==> src/rtl/butterfly_s2p_pack.sv <==
// Serial-to-parallel packer: gathers data_width-bit words into num_output-lane vectors,
// with a parallel bypass path. Define BUTTERFLY_S2P_FLUSH_EN for row-length zero-pad flush.
module butterfly_s2p_pack #(
  parameter int data_width = 16,
  parameter int num_output = 8
) (
  input  logic                             clk,
  input  logic                             rst,
  input  logic                             by_pass,
  input  logic [15:0]                      length,
  input  logic [data_width-1:0]            up_serial_dat,
  input  logic                             up_serial_vld,
  output logic                             up_serial_rdy,
  input  logic [num_output*data_width-1:0] up_parallel_dat,
  input  logic                             up_parallel_vld,
  output logic                             up_parallel_rdy,
  output logic [num_output*data_width-1:0] dn_dat,
  output logic                             dn_vld,
  input  logic                             dn_rdy,
  output logic                             dn_last
);

  localparam int PW = $clog2(num_output);
  localparam logic [PW-1:0] LAST_LANE = PW'(num_output - 1);

  typedef logic [num_output-1:0][data_width-1:0] vec_t;

  vec_t          asm_q, asm_d;
  vec_t          dn_dat_q, dn_dat_d;
  vec_t          merged;
  logic [PW-1:0] ptr_q, ptr_d;
  logic          dn_vld_q, dn_vld_d;

  logic out_free;
  logic row_end;
  logic complete;
  logic accept_s;
  logic accept_p;

  assign out_free = ~dn_vld_q | dn_rdy;
  assign complete = (ptr_q == LAST_LANE) | row_end;

  // Ready depends only on state, by_pass and dn_rdy, never on the vld inputs.
  assign up_serial_rdy   = ~by_pass & (~complete | out_free);
  assign up_parallel_rdy = by_pass & out_free & (ptr_q == '0);

  assign accept_s = up_serial_vld & up_serial_rdy;
  assign accept_p = up_parallel_vld & up_parallel_rdy;

  // Lanes below ptr keep their words, lane ptr takes the new word, lanes above read as zero.
  always_comb begin
    merged = '0;
    for (int i = 0; i < num_output; i++) begin
      if (PW'(i) < ptr_q) begin
        merged[i] = asm_q[i];
      end else if (PW'(i) == ptr_q) begin
        merged[i] = up_serial_dat;
      end
    end
  end

  // NOTE: every variable assigned in a combinational block gets a default first, so no latch is inferred.
  always_comb begin
    asm_d    = asm_q;
    ptr_d    = ptr_q;
    dn_dat_d = dn_dat_q;
    dn_vld_d = dn_vld_q & ~dn_rdy;
    if (accept_s) begin
      if (complete) begin
        dn_dat_d = merged;
        dn_vld_d = 1'b1;
        asm_d    = '0;
        ptr_d    = '0;
      end else begin
        asm_d = merged;
        ptr_d = ptr_q + PW'(1);
      end
    end else if (accept_p) begin
      dn_dat_d = up_parallel_dat;
      dn_vld_d = 1'b1;
    end
  end

  // NOTE: state uses non-blocking assignments; the assembly buffer is a real register and is reset
  // so a vector interrupted by rst can never leak stale lanes into the next one.
  always_ff @(posedge clk or posedge rst) begin
    if (rst) begin
      asm_q    <= '0;
      ptr_q    <= '0;
      dn_dat_q <= '0;
      dn_vld_q <= 1'b0;
    end else begin
      asm_q    <= asm_d;
      ptr_q    <= ptr_d;
      dn_dat_q <= dn_dat_d;
      dn_vld_q <= dn_vld_d;
    end
  end

  assign dn_dat = dn_dat_q;
  assign dn_vld = dn_vld_q;

`ifdef BUTTERFLY_S2P_FLUSH_EN
  logic [15:0] cnt_q, cnt_d;
  logic        dn_last_q, dn_last_d;

  // length == 0 disables flushing and keeps the row counter parked at zero.
  assign row_end = (length != 16'd0) && (cnt_q == length - 16'd1);

  always_comb begin
    cnt_d     = cnt_q;
    dn_last_d = dn_last_q & ~dn_rdy;
    if (accept_s) begin
      cnt_d = (row_end || length == 16'd0) ? 16'd0 : cnt_q + 16'd1;
      if (complete) begin
        dn_last_d = row_end;
      end
    end else if (accept_p) begin
      dn_last_d = 1'b0;
    end
  end

  always_ff @(posedge clk or posedge rst) begin
    if (rst) begin
      cnt_q     <= 16'd0;
      dn_last_q <= 1'b0;
    end else begin
      cnt_q     <= cnt_d;
      dn_last_q <= dn_last_d;
    end
  end

  assign dn_last = dn_last_q;
`else
  logic unused_length;

  assign row_end       = 1'b0;
  assign dn_last       = 1'b0;
  assign unused_length = ^length;
`endif

endmodule

==> config.mk <==
export PLATFORM = sky130hd
export DESIGN_NAME = butterfly_s2p_pack
export DESIGN_NICKNAME = d
export VERILOG_FILES = /design/src/rtl/butterfly_s2p_pack.sv
export SDC_FILE = /design/constraint.sdc
export NUM_CORES = 1
export LEC_CHECK = 0
export CAP_MARGIN = 15
export CELL_PAD_IN_SITES_DETAIL_PLACEMENT = 2
export CELL_PAD_IN_SITES_GLOBAL_PLACEMENT = 2
export CORE_MARGIN = 2
export CORE_UTILIZATION = 27
export CTS_CLUSTER_SIZE = 30
export DETAILED_ROUTE_END_ITERATION = 16
export GPL_TIMING_DRIVEN = 0
export PLACE_DENSITY_LB_ADDON = 0.08
export SLEW_MARGIN = 5
export SYNTH_ARGS = -nofsm -noshare
export SYNTH_HDL_FRONTEND = slang
export SYNTH_SLANG_ARGS = --single-unit
==> constraint.sdc <==
create_clock -name clk -period 8.42 [get_ports clk]
set_input_delay 2.105 -clock clk [delete_from_list [all_inputs] [get_ports clk]]
set_output_delay 2.105 -clock clk [all_outputs]
set_load 0.05 [all_outputs]
==> results.py <==
metrics = {
    "yosys": {
        "synth_largest_type_area_fraction_pct": 51.9,
        "synth_compound_gate_area_share_pct": 19.2,
        "synth.lib_cells_used.distinct": 43,
        "synth_area_mm2": 0.0118,
        "synth_edf_count": 0,
        "synth_nets": 1442,
        "synth_largest_area_cell": "dfrtp_1",
        "combinational_family_with_the_most_area_after_synthesis": "compound AO/OA/AOI/OAI gates",
        "ys_seq_area_share_pct": 51.9,
        "postSynthAreaPerCell_um2": 9.26,
        "synth.mux.area_fraction_pct": 4.35,
        "ys_ff_latch": 244,
        "synth_top_cells_by_count": "303 x nand2_1, 244 x dfrtp_1, 122 x o21ai_0, 65 x nand3_1, 64 x o211ai_1",
        "netlist_top_cells_area": "dfrtp_1 52%, nand2_1 9.7%, o21ai_0 5.2%",
        "synth_async_sr_flop_share_pct": 100,
        "ys_warn_count": 0,
        "dominantRegCellSynth": "dfrtp_1",
        "yosys.area_share.simple_pct": 18.6,
        "synth_cells": 1272,
        "synth_adder_area_share_pct": 0.425,
        "yosys.area_share.xor_xnor_pct": 0,
        "leading_cell_type_by_number_of_instances_after_synthesis": "nand2_1",
    },
    "sta": {
        "slew_headroom_pct": 41.4,
        "fin_worst_hold_slack_ns": 0.477,
        "unrepaired_setup_endpoints_after_global_routing": "no",
        "fin_crit_ns": 5.99,
        "drv_slew": 0,
        "final_period_utilization_pct": 71.1,
        "setup_total_negative_slack_ns": 0,
        "tightestPinTransition_ns": 0.880,
        "final-setup-viol-count": 0,
        "maxClockFrequency_mhz": 167,
        "final_critical_path_setup_slack_ns": 2.43,
        "finalClockSkew_ns": 0.0169,
        "hold_viol_final": 0,
    },
    "final_layout": {
        "layout-area-overhead-vs-synth_pct": 40.1,
        "nets": 1762,
        "layout.core_utilization_pct": 38.3,
        "fin_area_mm2": 0.0165,
        "ratio_of_cells_with_drive_above_1_in_the_final_layout_pct": 11.6,
        "nFillCells": 4702,
        "final_cell_count_no_fill": 2203,
    },
    "worst_setup_path": {
        "worstPathRequired_ns": 6.32,
        "critPathKind": "in2out",
        "worstPathArrival_ns": 3.88,
        "timing.reg2reg.worst_path_depth": 11,
        "critPathMaxFanout": 8,
        "crit_chain": "clkdlybuf4s50_1, nand2b_1, buf_2, and3_1, clkdlybuf4s50_1",
        "r2r-end": "dn_dat[50]",
        "critical-path-slowest-cell": "clkdlybuf4s50_1",
        "cpMostUsedCell": "clkdlybuf4s50_1",
        "timing.rr.start": "ptr_q[1]",
        "r2r_slack_ns": 5.08,
        "timing.critical_path.to_type": "output port",
        "critical_path.startpoint": "dn_rdy",
        "setup.worst_path.start_class": "primary input",
        "timing.critical_path.slowest_cell_delay_ns": 0.86,
    },
    "power": {
        "report.power.total_mw": 6.57,
        "vdd_drop_max_mv": 0.179,
        "cellInternalPower_mw": 3.56,
        "cellLeakagePower_nw": 6.69,
        "power_per_cell_area_mw_per_mm2": 398,
        "p_clk_share_pct": 20.4,
        "power.share.sequential_pct": 29.4,
        "netSwitchingPower_mw": 3.01,
        "power_switching_share_pct": 45.8,
        "combPwrFrac_pct": 50.2,
    },
    "cts": {
        "clk_pin_slew_ns": 0.06,
        "cts.repair.resized": 0,
        "cts_buffers": 30,
        "cts_buffer_depth": 3,
        "post-cts-setup-buffers": 0,
        "cts_hold_repair.buffers": 0,
        "clock_tree.root_cell": "clkbuf_16",
        "insertion_delay_ns": 0.58,
        "htreeDepth": 1,
        "cts_num_sinks": 244,
        "cts_tree": "done",
    },
    "floorplan": {
        "fp.dieW_um": 213,
        "core.rowCount": 76,
        "coreArea_mm2": 0.0431,
        "design.portCount": 298,
        "die_height_um": 213,
        "fp.dieArea_mm2": 0.0453,
        "initial_core_util_pct": 27.3,
    },
    "worst_hold_path": {
        "min_delay_path_depth": 2,
        "worst_hold_path.endpoint": "asm_q[98]",
        "worstHoldPathType": "reg2reg",
        "timing.hold.worst.start": "asm_q[98]",
    },
    "flow_run": {
        "max_cap_violations": 0,
    },
    "global_routing": {
        "grt_max_degree": 37,
        "grt_use_total_pct": 23.0,
        "antenna_violations_before_repair": 5,
        "global_route_wire_length_before_repair_um": 78200,
        "via_count_of_the_first_global_routing_pass": 12200,
        "remaining_global_route_overflow": 0,
    },
    "detailed_routing": {
        "route.vias.total": 10900,
        "ant_nets": 0,
        "via_per_inst": 4.94,
        "route.detailed.drc": 0,
        "detail_route.wirelength_um": 51700,
        "detail_route.iter0.violations": 435,
        "drt_pass_1_iters": 4,
        "avgRoutedWirePerCell_um": 23.5,
    },
    "outcome": {
        "status": "completed",
    },
    "placed_design": {
        "placement_cell_area_mm2": 0.0155,
        "preCtsSetupSlack_ns": 2.43,
        "placed_cells_incl_taps": 2145,
        "detailedPlacementHpwl_um": 38800,
        "finalWeightedCongestion": 0.771,
        "io_buffers": 280,
    },
}
[registers in the layout, indices dropped and copies added, names as in the netlist]
register  flops
dn_dat      128
dn_vld        1
asm_q       112
ptr_q         3
[worst max path at each step]
| stage | to | slack, ns | cells past startpoint |
|---|---|---|---|
| global route | up_serial_rdy | 2.32 | 6 |
| global placement | dn_dat[37] | 0.59 | 2 |
| detailed placement | up_parallel_rdy | 2.43 | 5 |
| floorplan | asm_q[0] | 3.11 | 1 |
| finish | up_parallel_rdy | 2.43 | 5 |
| CTS | up_serial_rdy | 2.41 | 6 |
[worst max-delay path, delay by kind of cell]
family,cells,cell delay [ns]
buffers and inverters,3,1.51
AND/OR/NAND/NOR,2,0.27
[cell type report]
cell class	count	area [µm²]	area share (%)
clock buffer	44	895	5.42
clock inverter	12	119	0.720
tap	585	732	4.44
antenna	2	5.00	0.0303
sequential	244	6110	37.0
multi-input combinational	894	5010	30.4
buffer	114	584	3.54
inverter	20	78.8	0.478
timing repair buffer	288	2970	18.0
[cells in the final DEF (no fill, tap or decap), types with 41 or more instances in the layout]
master and count:
o21ai_0 122, a21oi_1 42, clkdlybuf4s50_1 280, o211ai_1 64, clkbuf_1 59, nor2_1 56
buf_2 41, nand3_1 65, dfrtp_1 244, nand2_1 303
[power by group through the flow]
| stage | Combinational, mW | Sequential, mW | Clock (mW) |
|---|---|---|---|
| after floorplan | 1.06 | 2.96 | 0 |
| after detailed placement | 3.33 | 1.94 | 0 |
| after CTS | 3.34 | 1.93 | 1.39 |
| after global routing | 3.53 | 1.99 | 1.42 |
| final | 3.30 | 1.93 | 1.34 |
| after global placement | 3.27 | 1.93 | 0 |
[kinds of logic (layout without fill, tap and decap cells)]
kind of cell | after synthesis | after routing
muxes | 49 | 49
AOI/OAI and AO/OA | 339 | 339
and+or+nand+nor | 501 | 501
DFF | 244 | 244
other | 1 | 3
buffers and inverters | 134 | 478
adders and majority gates | 4 | 4
[layer usage]
metal	track usage, %	vias to the layer above	wire length (µm)
li1	-	5057	-
met1	31.4	5550	23400
met2	38.2	210	24700
met3	4.94	57	2780
met4	3.71	6	803
met5	0	-	37
Power figures use the tool's default switching activity.
